### src/rtl/sram_axi_bridge_pkg.sv
// Shared definitions for the SRAM-to-AXI4-Lite bridge: FSM encoding and source tags.
package sram_axi_bridge_pkg;

    typedef enum logic [2:0] {
        ST_IDLE = 3'd0,
        ST_AR   = 3'd1,
        ST_R    = 3'd2,
        ST_WR   = 3'd3,
        ST_B    = 3'd4
    } state_t;

    localparam logic SRC_INST = 1'b0;
    localparam logic SRC_DATA = 1'b1;

endpackage

### src/rtl/sram_axi_bridge_wr_ctrl.sv
// AW/W channel sequencing for one AXI4-Lite write: both valids rise together and
// each drops independently after its own handshake.
module sram_axi_bridge_wr_ctrl (
    input  logic clk,
    input  logic resetn,
    input  logic active,
    input  logic awready,
    input  logic wready,
    output logic awvalid,
    output logic wvalid,
    output logic both_done
);

    logic aw_done;
    logic w_done;

    assign awvalid = active && !aw_done;
    assign wvalid  = active && !w_done;

    // Counts a handshake happening this very cycle, so B follows the last one directly.
    assign both_done = active
                    && (aw_done || awready)
                    && (w_done  || wready);

    always_ff @(posedge clk or negedge resetn) begin
        if (!resetn) begin
            aw_done <= 1'b0;
            w_done  <= 1'b0;
        end else if (!active) begin
            aw_done <= 1'b0;
            w_done  <= 1'b0;
        end else begin
            if (awvalid && awready) aw_done <= 1'b1;
            if (wvalid && wready)   w_done  <= 1'b1;
        end
    end

endmodule

### src/rtl/sram_axi_bridge.sv
// Arbitrates an instruction and a data SRAM-like port onto a single AXI4-Lite master,
// one transaction in flight, responses returned to the originating port.
module sram_axi_bridge
    import sram_axi_bridge_pkg::*;
#(
    parameter bit          DATA_FIRST = 1'b1,
    parameter int unsigned ADDR_W     = 32
) (
    input  logic              clk,
    input  logic              resetn,
    input  logic              inst_req,
    input  logic [ADDR_W-1:0] inst_addr,
    output logic              inst_addr_ok,
    output logic              inst_data_ok,
    output logic [31:0]       inst_rdata,
    input  logic              data_req,
    input  logic              data_wr,
    input  logic [3:0]        data_wstrb,
    input  logic [ADDR_W-1:0] data_addr,
    input  logic [31:0]       data_wdata,
    output logic              data_addr_ok,
    output logic              data_data_ok,
    output logic [31:0]       data_rdata,
    output logic [ADDR_W-1:0] araddr,
    output logic              arvalid,
    input  logic              arready,
    input  logic [31:0]       rdata,
    input  logic              rvalid,
    output logic              rready,
    output logic [ADDR_W-1:0] awaddr,
    output logic              awvalid,
    input  logic              awready,
    output logic [31:0]       wdata,
    output logic [3:0]        wstrb,
    output logic              wvalid,
    input  logic              wready,
    input  logic              bvalid,
    output logic              bready
);

    state_t            state, state_nxt;
    logic              grant_inst, grant_data;
    logic              wr_both_done;
    logic [ADDR_W-1:0] addr_q;
    logic [31:0]       wdata_q;
    logic [3:0]        wstrb_q;
    logic              src_q;

    // Grants are gated by resetn so no addr_ok can escape while reset is held.
    always_comb begin
        state_nxt  = state;
        grant_inst = 1'b0;
        grant_data = 1'b0;
        case (state)
            ST_IDLE: begin
                if (resetn) begin
                    if (data_req && (DATA_FIRST || !inst_req)) grant_data = 1'b1;
                    else if (inst_req)                         grant_inst = 1'b1;
                end
                if (grant_data)      state_nxt = data_wr ? ST_WR : ST_AR;
                else if (grant_inst) state_nxt = ST_AR;
            end
            ST_AR:   if (arready)      state_nxt = ST_R;
            ST_R:    if (rvalid)       state_nxt = ST_IDLE;
            ST_WR:   if (wr_both_done) state_nxt = ST_B;
            ST_B:    if (bvalid)       state_nxt = ST_IDLE;
            default:                   state_nxt = ST_IDLE;
        endcase
    end

    always_ff @(posedge clk or negedge resetn) begin
        if (!resetn) state <= ST_IDLE;
        else         state <= state_nxt;
    end

    always_ff @(posedge clk or negedge resetn) begin
        if (!resetn) begin
            addr_q       <= '0;
            wdata_q      <= '0;
            wstrb_q      <= '0;
            src_q        <= SRC_INST;
            inst_rdata   <= '0;
            data_rdata   <= '0;
            inst_data_ok <= 1'b0;
            data_data_ok <= 1'b0;
        end else begin
            inst_data_ok <= 1'b0;
            data_data_ok <= 1'b0;
            if (grant_data) begin
                addr_q  <= data_addr;
                wdata_q <= data_wdata;
                wstrb_q <= data_wr ? data_wstrb : 4'h0;
                src_q   <= SRC_DATA;
            end else if (grant_inst) begin
                addr_q  <= inst_addr;
                wdata_q <= '0;
                wstrb_q <= 4'h0;
                src_q   <= SRC_INST;
            end
            if (state == ST_R && rvalid) begin
                if (src_q == SRC_INST) begin
                    inst_rdata   <= rdata;
                    inst_data_ok <= 1'b1;
                end else begin
                    data_rdata   <= rdata;
                    data_data_ok <= 1'b1;
                end
            end
            if (state == ST_B && bvalid) data_data_ok <= 1'b1;
        end
    end

    sram_axi_bridge_wr_ctrl u_wr_ctrl (
        .clk       (clk),
        .resetn    (resetn),
        .active    (state == ST_WR),
        .awready   (awready),
        .wready    (wready),
        .awvalid   (awvalid),
        .wvalid    (wvalid),
        .both_done (wr_both_done)
    );

    assign inst_addr_ok = grant_inst;
    assign data_addr_ok = grant_data;
    assign araddr       = addr_q;
    assign awaddr       = addr_q;
    assign wdata        = wdata_q;
    assign wstrb        = wstrb_q;
    assign arvalid      = (state == ST_AR);
    assign rready       = (state == ST_R);
    assign bready       = (state == ST_B);

endmodule

### config.mk
export PLATFORM = sky130hd
export DESIGN_NAME = sram_axi_bridge
export DESIGN_NICKNAME = d
export VERILOG_FILES = /design/src/rtl/sram_axi_bridge_pkg.sv /design/src/rtl/sram_axi_bridge_wr_ctrl.sv /design/src/rtl/sram_axi_bridge.sv
export SDC_FILE = /design/constraint.sdc
export NUM_CORES = 1
export LEC_CHECK = 0
export ABC_AREA = 1
export BUFFER_PORTS_ARGS = -buffer_cell sky130_fd_sc_hd__buf_2
export CAP_MARGIN = 10
export CORE_MARGIN = 5
export CORE_UTILIZATION = 45
export CTS_BUF_LIST = sky130_fd_sc_hd__clkbuf_16
export CTS_CLUSTER_SIZE = 10
export DETAILED_ROUTE_END_ITERATION = 10
export PLACE_DENSITY = 0.8
export SLEW_MARGIN = 20
export SYNTH_ARGS = -nofsm -noshare
export SYNTH_HDL_FRONTEND = slang
export SYNTH_SLANG_ARGS = --single-unit
export TNS_END_PERCENT = 5
### constraint.sdc
create_clock -name clk -period 1.8 [get_ports clk]
set_clock_uncertainty 0.1 [all_clocks]
set_input_delay 0.09 -clock clk [delete_from_list [all_inputs] [get_ports clk]]
set_output_delay 0.09 -clock clk [all_outputs]
set_load 0.01 [all_outputs]
After elaboration in Yosys (flattened, before gate mapping)
Index checks and enable logic that the tools add are counted.
{"block": "word_totals", "in_bits": 142, "output_inout_bits": 173, "mem_bits_rw": 0, "memories": 0, "regBits": 140, "elab_cells": 75, "romBits": 0, "latchBits": 0}
{"block": "classes", "magnitude_cmp": 0, "reduce_logical": 17, "div_mod_pow": 0, "addsub": 0, "shift": 0, "bitwise": 1, "n_mux": 35, "multipliers": 0, "eq_ne": 11}
{"cell": "$mux W32", "n": 4}
{"cell": "$mux W1", "n": 20}
{"cell": "$mux W3", "n": 6}
{"cell": "$pmux W3 S5", "n": 1}
{"cell": "$mux W4", "n": 3}
{"cell": "$ne A2 B2 Y1 const B", "n": 5}
{"cell": "$logic_and A1 B1 Y1", "n": 8}
{"cell": "$eq A3 B2 Y1 const B", "n": 2}
{"cell": "$reduce_and A5 Y1", "n": 1}
{"cell": "$reduce_and A2 Y1", "n": 2}
{"cell": "$eq A3 B1 Y1 const B", "n": 1}
{"cell": "$eq A3 B3 Y1 const B", "n": 1}
{"cell": "$logic_not A3 Y1", "n": 1}
{"cell": "$ne A3 B3 Y1 const B", "n": 1}
{"cell": "$logic_not A1 Y1", "n": 2}
{"cell": "$logic_or A1 B1 Y1", "n": 2}
{"cell": "$mux W2", "n": 1}
{"cell": "$ne A2 B1 Y1 const B", "n": 1}
{"cell": "$reduce_bool A2 Y1", "n": 1}
{"cell": "$not A1 Y1", "n": 1}

Logic depth before layout (Yosys ltp)
Gate-level depths: netlist of the first run.
{"block": "logic_depth", "word_depth": 7, "mapped_depth": 8, "ltp_nobuf": 8}

By module
From an unflattened synthesis of the first run, not the netlist that was laid out.
{"block": "hier_totals", "hier_cells": 724, "hier_area_um2": 6163.4}
{"mod": "sram_axi_bridge", "area_per_inst_um2": 6078.3, "seq_area_each_um2": 3453.3, "cells_per_inst": 714, "n_inst": 1}
{"mod": "sram_axi_bridge_wr_ctrl", "area_per_inst_um2": 85.1, "seq_area_each_um2": 50.0, "cells_per_inst": 10, "n_inst": 1}

Least setup slack after synthesis of the first run
Ideal clock, no wire load.
{"block": "synth_path", "path_kind": "flip-flop to flip-flop", "start": "register state[1]", "end": "register addr_q[27], in the netlist araddr[27]", "arrival_time_ps": 1213, "period_less_slack_ps": 1437, "slack_ps": 363, "path_stages_with_launch": 9, "t_required_ps": 1576, "n_path_buf": 2, "setup_ps": 124, "path_cell_list": "dfrtp_1 > nor2_4 > nand2_4 > a21oi_4 > inv_2 > buf_6 > buf_6 > nand2_1 > nand3_1"}
{"block": "synth_via", "elab_chain_cells": 3, "word_cells_on_any_way": 5, "cone_classes": "mux: 3; reduce/logical: 2"}
{"element": "start, declared", "line_no": "sram_axi_bridge.sv:41", "source": "state_t state, state_nxt;"}
{"element": "start signal, assigned", "line_no": "sram_axi_bridge.sv:73", "source": "else state <= state_nxt;"}
{"element": "$logic_not A3 Y1 *", "line_no": "sram_axi_bridge.sv:54", "source": "case (state)"}
{"element": "$mux W1", "line_no": "sram_axi_bridge.sv:54"}
{"element": "$mux W32 / $reduce_bool A2 Y1 (equally long branches)"}
{"element": "end signal, assigned", "line_no": "sram_axi_bridge.sv:90", "source": "addr_q <= data_addr;"}
{"element": "end signal, assigned", "line_no": "sram_axi_bridge.sv:95", "source": "addr_q <= inst_addr;"}
{"element": "end, declared", "line_no": "sram_axi_bridge.sv:44", "source": "logic [ADDR_W-1:0] addr_q;"}
Every way passes the cells marked *; elsewhere a longest branch is shown, timed or not.
A chain may end at the register's enable or synchronous reset.

Worst setup path in the final report of the first run
{"block": "layout_path", "start": "register state[0]", "end": "output data_addr_ok"}
{"block": "layout_via", "elab_chain_cells": 2}
{"element": "$logic_not A3 Y1", "line_no": "sram_axi_bridge.sv:54"}
{"element": "$mux W1", "line_no": "sram_axi_bridge.sv:54"}
{"element": "end, declared", "line_no": "sram_axi_bridge.sv:21", "source": "output logic data_addr_ok,"}
No other way between the ends.

==> results of run 1 <==
[per-stage QoR]
step                      instances  hold slack (ps)
final                          1285             1.58
after global routing           1284             88.4
after CTS                      1280             3.82
after detailed placement       1107             -134
after global placement         1107             -136
after floorplan                 675             -306
[worst paths after layout]
check	start	end
worst max-delay path	state[0]$_DFFE_PN0P_	data_addr_ok
max in group asynchronous	resetn	data_rdata[21]$_DFFE_PN0P_
worst min-delay path	data_req	src_q$_DFFE_PN0P_
min in group asynchronous	resetn	state[2]$_DFFE_PN0P_
worst min register to register	wstrb[0]$_DFFE_PN0P_	wstrb[0]$_DFFE_PN0P_
worst max register to register	state[0]$_DFFE_PN0P_	araddr[18]$_DFFE_PN0P_
[metal layers]
metal | vias to the layer above | GRT usage
li1 | 2915 | -
met3 | 112 | 0.0800
met2 | 404 | 0.464
met5 | - | 0
met1 | 3021 | 0.315
met4 | 0 | 0.174
[final cells by class]
class,count,area share
antenna,2,0.000530
timing repair buffer,466,0.334
multi-input combinational,407,0.189
clock buffer,17,0.0450
sequential,140,0.371
inverter,62,0.0246
clock inverter,15,0.0132
tap,176,0.0233
[worst max-delay path: stages, from the launching register on]
cell and delay (ps):
dfrtp_2 440, nor2_4 170, nand2_4 100, nor2_4 150
buf_12 170, buf_2 150
[registers in the layout, indices dropped and copies added, names as in the netlist]
signal,flops
data_rdata,32
u_wr_ctrl.aw_done,1
inst_rdata,32
data_data_ok,1
src_q,1
inst_data_ok,1
araddr,32
u_wr_ctrl.w_done,1
state,3
wdata,32
wstrb,4
[power by group]
group | internal, mW | total [mW] | switching (mW) | leakage (nW)
sequential | 4.56 | 5.52 | 0.962 | 1.77
combinational | 2.30 | 5.62 | 3.32 | 3.25
clock | 1.89 | 3.26 | 1.37 | 0.260
total | 8.75 | 14.4 | 5.65 | 5.28
[cells by family (layout without fill, tap and decap cells)]
logic type | after synthesis | in the layout | synth area share
other cells | 0 | 2 | 0
buf+inv | 128 | 560 | 0.122
simple gates | 303 | 303 | 0.206
compound gates | 104 | 104 | 0.0895
flops | 140 | 140 | 0.582
[synth_stat cells, types with 3 or more instances]
master    instances  share of area
buf_2            12          0.010
inv_1            59          0.037
nor2_1           13         0.0081
inv_2             3         0.0019
buf_6            13          0.024
nor2_4            3         0.0056
dfrtp_1         140           0.58
o21ai_1          15          0.012
buf_4            37          0.046
nand3_2           3         0.0050
nand3_1          36          0.030
clkbuf_1          3         0.0019
nand2_1         244           0.15
o21ai_0          85          0.071
[timing repair]
action,4_1_cts,5_1_grt
endpoints found under the setup margin,2,3
buffers inserted,1,1
pin swaps,2,1
hold endpoints to repair,214,20
gates cloned,1,1
hold buffers,139,1
gates resized for setup,1,3
==> flow_summary.json, run 1 <==
{
  "status": "completed",
  "htree_levels": 4,
  "fillerInstances": 887,
  "reg2reg_depth": 7,
  "min_path_cells": 3,
  "dr_wl_met3_mm": 1.90,
  "dr_wl_met2_mm": 11.1,
  "synth-seq-cells": 140,
  "clock_sinks": 140,
  "stdcell_area_um2": 9450,
  "min_period_ps": 1790,
  "synth_area_um2": 6010,
  "die_y_um": 126,
  "end_kind": "primary output",
  "drv_slew": 0,
  "cts_root_buf": "clkbuf_16",
  "setup_tns_ps": 0,
  "die_area_um2": 15800,
  "leakage_nw": 5.28,
  "grt_pass1_wl_mm": 35.0,
  "first_pass_iters": 5,
  "cts_tree": "done",
  "worst_pin_slew_ps": 796,
  "clkSlewWorstSetupHoldPaths_ps": 60,
  "start_util": 0.456,
  "synth_ff_type": "dfrtp_1",
  "setup_violations": 0,
  "syn_to_final_growth_pct": 57.1,
  "cp-start-kind": "flop",
  "syn_inst": 675,
  "seqCellArea_um2": 3510,
  "peakVddDrop_v": 0.00106,
  "m1WireLength_mm": 7.82,
  "seq_area_frac_synth": 0.582,
  "grt_util_all_layers": 0.278,
  "drc": 0,
  "hold_class": "primary input to flop",
  "async_flop_share": 1.00,
  "clk-insertion-delay-late_ps": 410,
  "cellPowerDensity_nw_per_um2": 1520,
  "clk_path_buf_depth": 2,
  "relSlewSlack": 0.469,
  "grt_pass1_vias": 6768,
  "hold_viol_final": 0,
  "synth_edf_count": 0,
  "vias": 6452,
  "syn_avg_cell_area_um2": 8.91,
  "drtAntennaViolNets": 0,
  "post_route_cells_drive_above_1_share": 0.336,
  "ff2ff_setup_slack_ps": 150,
  "ys_warn_count": 0,
  "ios": 315,
  "drtIter0Drc": 520,
  "power_mw": 14.4,
  "viasPerCell": 5.02,
  "setup_ws_ps": 12.7,
  "pre_cts_slack_ps": 142,
  "ys_types": 23,
  "cap_violations": 0,
  "path_class": "flop to primary output",
  "dpl_cell_area_um2": 7420,
  "synth_nets": 817,
  "path_max_fanout": 22,
  "io_buffer_count": 314,
  "rsz0062_at_grt": "true",
  "final_nets": 1236,
  "cts_made_buffers": 17,
  "multi_input_area_um2": 1780,
  "highest_layer": "met4",
  "die_x_um": 126,
  "critPathArrivalTime_ps": 1600,
  "grt_overflow": 0,
  "post-route-period-util": 0.993,
  "final_common_cell": "buf_2",
  "drt_wl_total_mm": 22.2,
  "gp_congestion": 0.919,
  "rows": 42,
  "wl_per_cell_um": 17.3,
  "crit_required_ps": 1610,
  "dp_hpwl_mm": 12.7,
  "antenna_found_initial": 1,
  "final_cell_mix": "314 x buf_2, 244 x nand2_1, 139 x dlygate4sd3_1, 138 x dfrtp_1, 85 x o21ai_0",
  "grt_max_degree": 66,
  "fin_util": 0.716,
  "core_area_um2": 13200,
  "fmax_mhz": 559
}
No activity file was read; power rests on OpenSTA's default activity.
==> run 2: changes to the inputs <==
CORE_ASPECT_RATIO = 0.7   (was default)
==> flow_summary.json, run 2 (synthesis gave the netlist of run 1 again) <==
{
  "critPathArrivalTime_ps": 1560,
  "grt_pass1_wl_mm": 33.6,
  "multi_input_area_um2": 1780,
  "clkSlewWorstSetupHoldPaths_ps": 70,
  "first_pass_iters": 5,
  "grt_pass1_vias": 6546,
  "clock_sinks": 140,
  "end_kind": "primary output",
  "worst_pin_slew_ps": 723,
  "rows": 35,
  "grt_max_degree": 141,
  "peakVddDrop_v": 0.000857,
  "m1WireLength_mm": 8.10,
  "drc": 0,
  "die_x_um": 148,
  "hold_ws_ps": 24.5,
  "leakage_nw": 5.33,
  "seqCellArea_um2": 3500,
  "io_buffer_count": 314,
  "fin_util": 0.725,
  "path_class": "flop to primary output",
  "dr_wl_met3_mm": 1.76,
  "hold_viol_final": 0,
  "drtAntennaViolNets": 0,
  "clk_path_buf_depth": 2,
  "cap_violations": 0,
  "pre_cts_slack_ps": 99.8,
  "highest_layer": "met4",
  "final_common_cell": "buf_2",
  "min_period_ps": 1750,
  "power_mw": 14.6,
  "hold_class": "primary input to flop",
  "die_area_um2": 15800,
  "relSlewSlack": 0.518,
  "dp_hpwl_mm": 12.4,
  "rsz0062_at_grt": "true",
  "min_path_cells": 7,
  "cts_root_buf": "clkbuf_16",
  "antenna_found_initial": 1,
  "crit_required_ps": 1610,
  "placed_cells": 1097,
  "setup_violations": 0,
  "cellPowerDensity_nw_per_um2": 1530,
  "die_y_um": 107,
  "final_cell_mix": "313 x buf_2, 244 x nand2_1, 140 x dfrtp_1, 139 x dlygate4sd3_1, 85 x o21ai_0",
  "setup_ws_ps": 47.9,
  "fillerInstances": 921,
  "final_nets": 1241,
  "status": "completed",
  "gp_congestion": 0.840,
  "grt_util_all_layers": 0.268,
  "reg2reg_depth": 9,
  "fmax_mhz": 571,
  "fin_cells": 1279,
  "cts_tree": "done",
  "drv_slew": 0,
  "syn_to_final_growth_pct": 58.4,
  "path_max_fanout": 10,
  "vias": 6287,
  "start_util": 0.458,
  "clk-insertion-delay-late_ps": 400,
  "dr_wl_met2_mm": 10.8,
  "cp-start-kind": "flop",
  "grt_overflow": 0,
  "post_route_cells_drive_above_1_share": 0.336,
  "htree_levels": 4,
  "viasPerCell": 4.92,
  "core_area_um2": 13100,
  "post-route-period-util": 0.973,
  "cts_made_buffers": 17,
  "ios": 315,
  "drtIter0Drc": 408,
  "drt_wl_total_mm": 21.6,
  "wl_per_cell_um": 16.9
}
==> run 2: stage by stage <==
| stage | setup TNS, ps | cell area (um^2) |
|---|---|---|
| after floorplan | 0 | 6010 |
| after global placement | 0 | 7430 |
| after detailed placement | 0 | 7430 |
| after CTS | -96.9 | 9450 |
| after global routing | -65.8 | 9530 |
| final | 0 | 9530 |
==> run 2: worst paths after layout <==
| path | from | to | slack (ps) |
|---|---|---|---|
| max | state[1]$_DFFE_PN0P_ | data_addr_ok | 50 |
| min | arready | state[1]$_DFFE_PN0P_ | 20 |
| max reg2reg | state[1]$_DFFE_PN0P_ | araddr[4]$_DFFE_PN0P_ | 50 |
| min reg2reg | wdata[19]$_DFFE_PN0P_ | wdata[19]$_DFFE_PN0P_ | 370 |
| max in group asynchronous | resetn | wdata[26]$_DFFE_PN0P_ | 710 |
| min in group asynchronous | resetn | araddr[10]$_DFFE_PN0P_ | 370 |
==> run 2: area by class of cell <==
class	count	share of cell area
antenna	1	0.000263
clock buffer	17	0.0446
inverter	62	0.0244
tap	166	0.0218
multi-input combinational	407	0.187
sequential	140	0.368
clock inverter	15	0.0171
timing repair buffer	471	0.338
==> run 2: per-layer routing <==
layer / vias to the layer above / GRT usage
met5: - / 0
li1: 2929 / -
met2: 338 / 0.459
met3: 78 / 0.0832
met1: 2942 / 0.306
met4: 0 / 0.129
==> run 2: power by group <==
part	switching, mW	total, mW	internal, mW
registers	0.934	5.49	4.55
logic	3.26	5.61	2.35
clock network	1.43	3.50	2.07
==> run 2: repair_timing <==
item                                    CTS  global route
endpoints found under the setup margin    2             2
buffers inserted                          1             7
cloned                                    1             1
hold endpoints to repair                278             0
hold buffers                            139             0
pin swaps                                 1             2
gates resized for setup                   0             1
==> run 2: worst max-delay path, stage by stage (launching register included) <==
cell	delay, ps
dfrtp_1	450
nor2_4	150
nand2_4	100
nor2_4	170
buf_12	150
buf_2	130
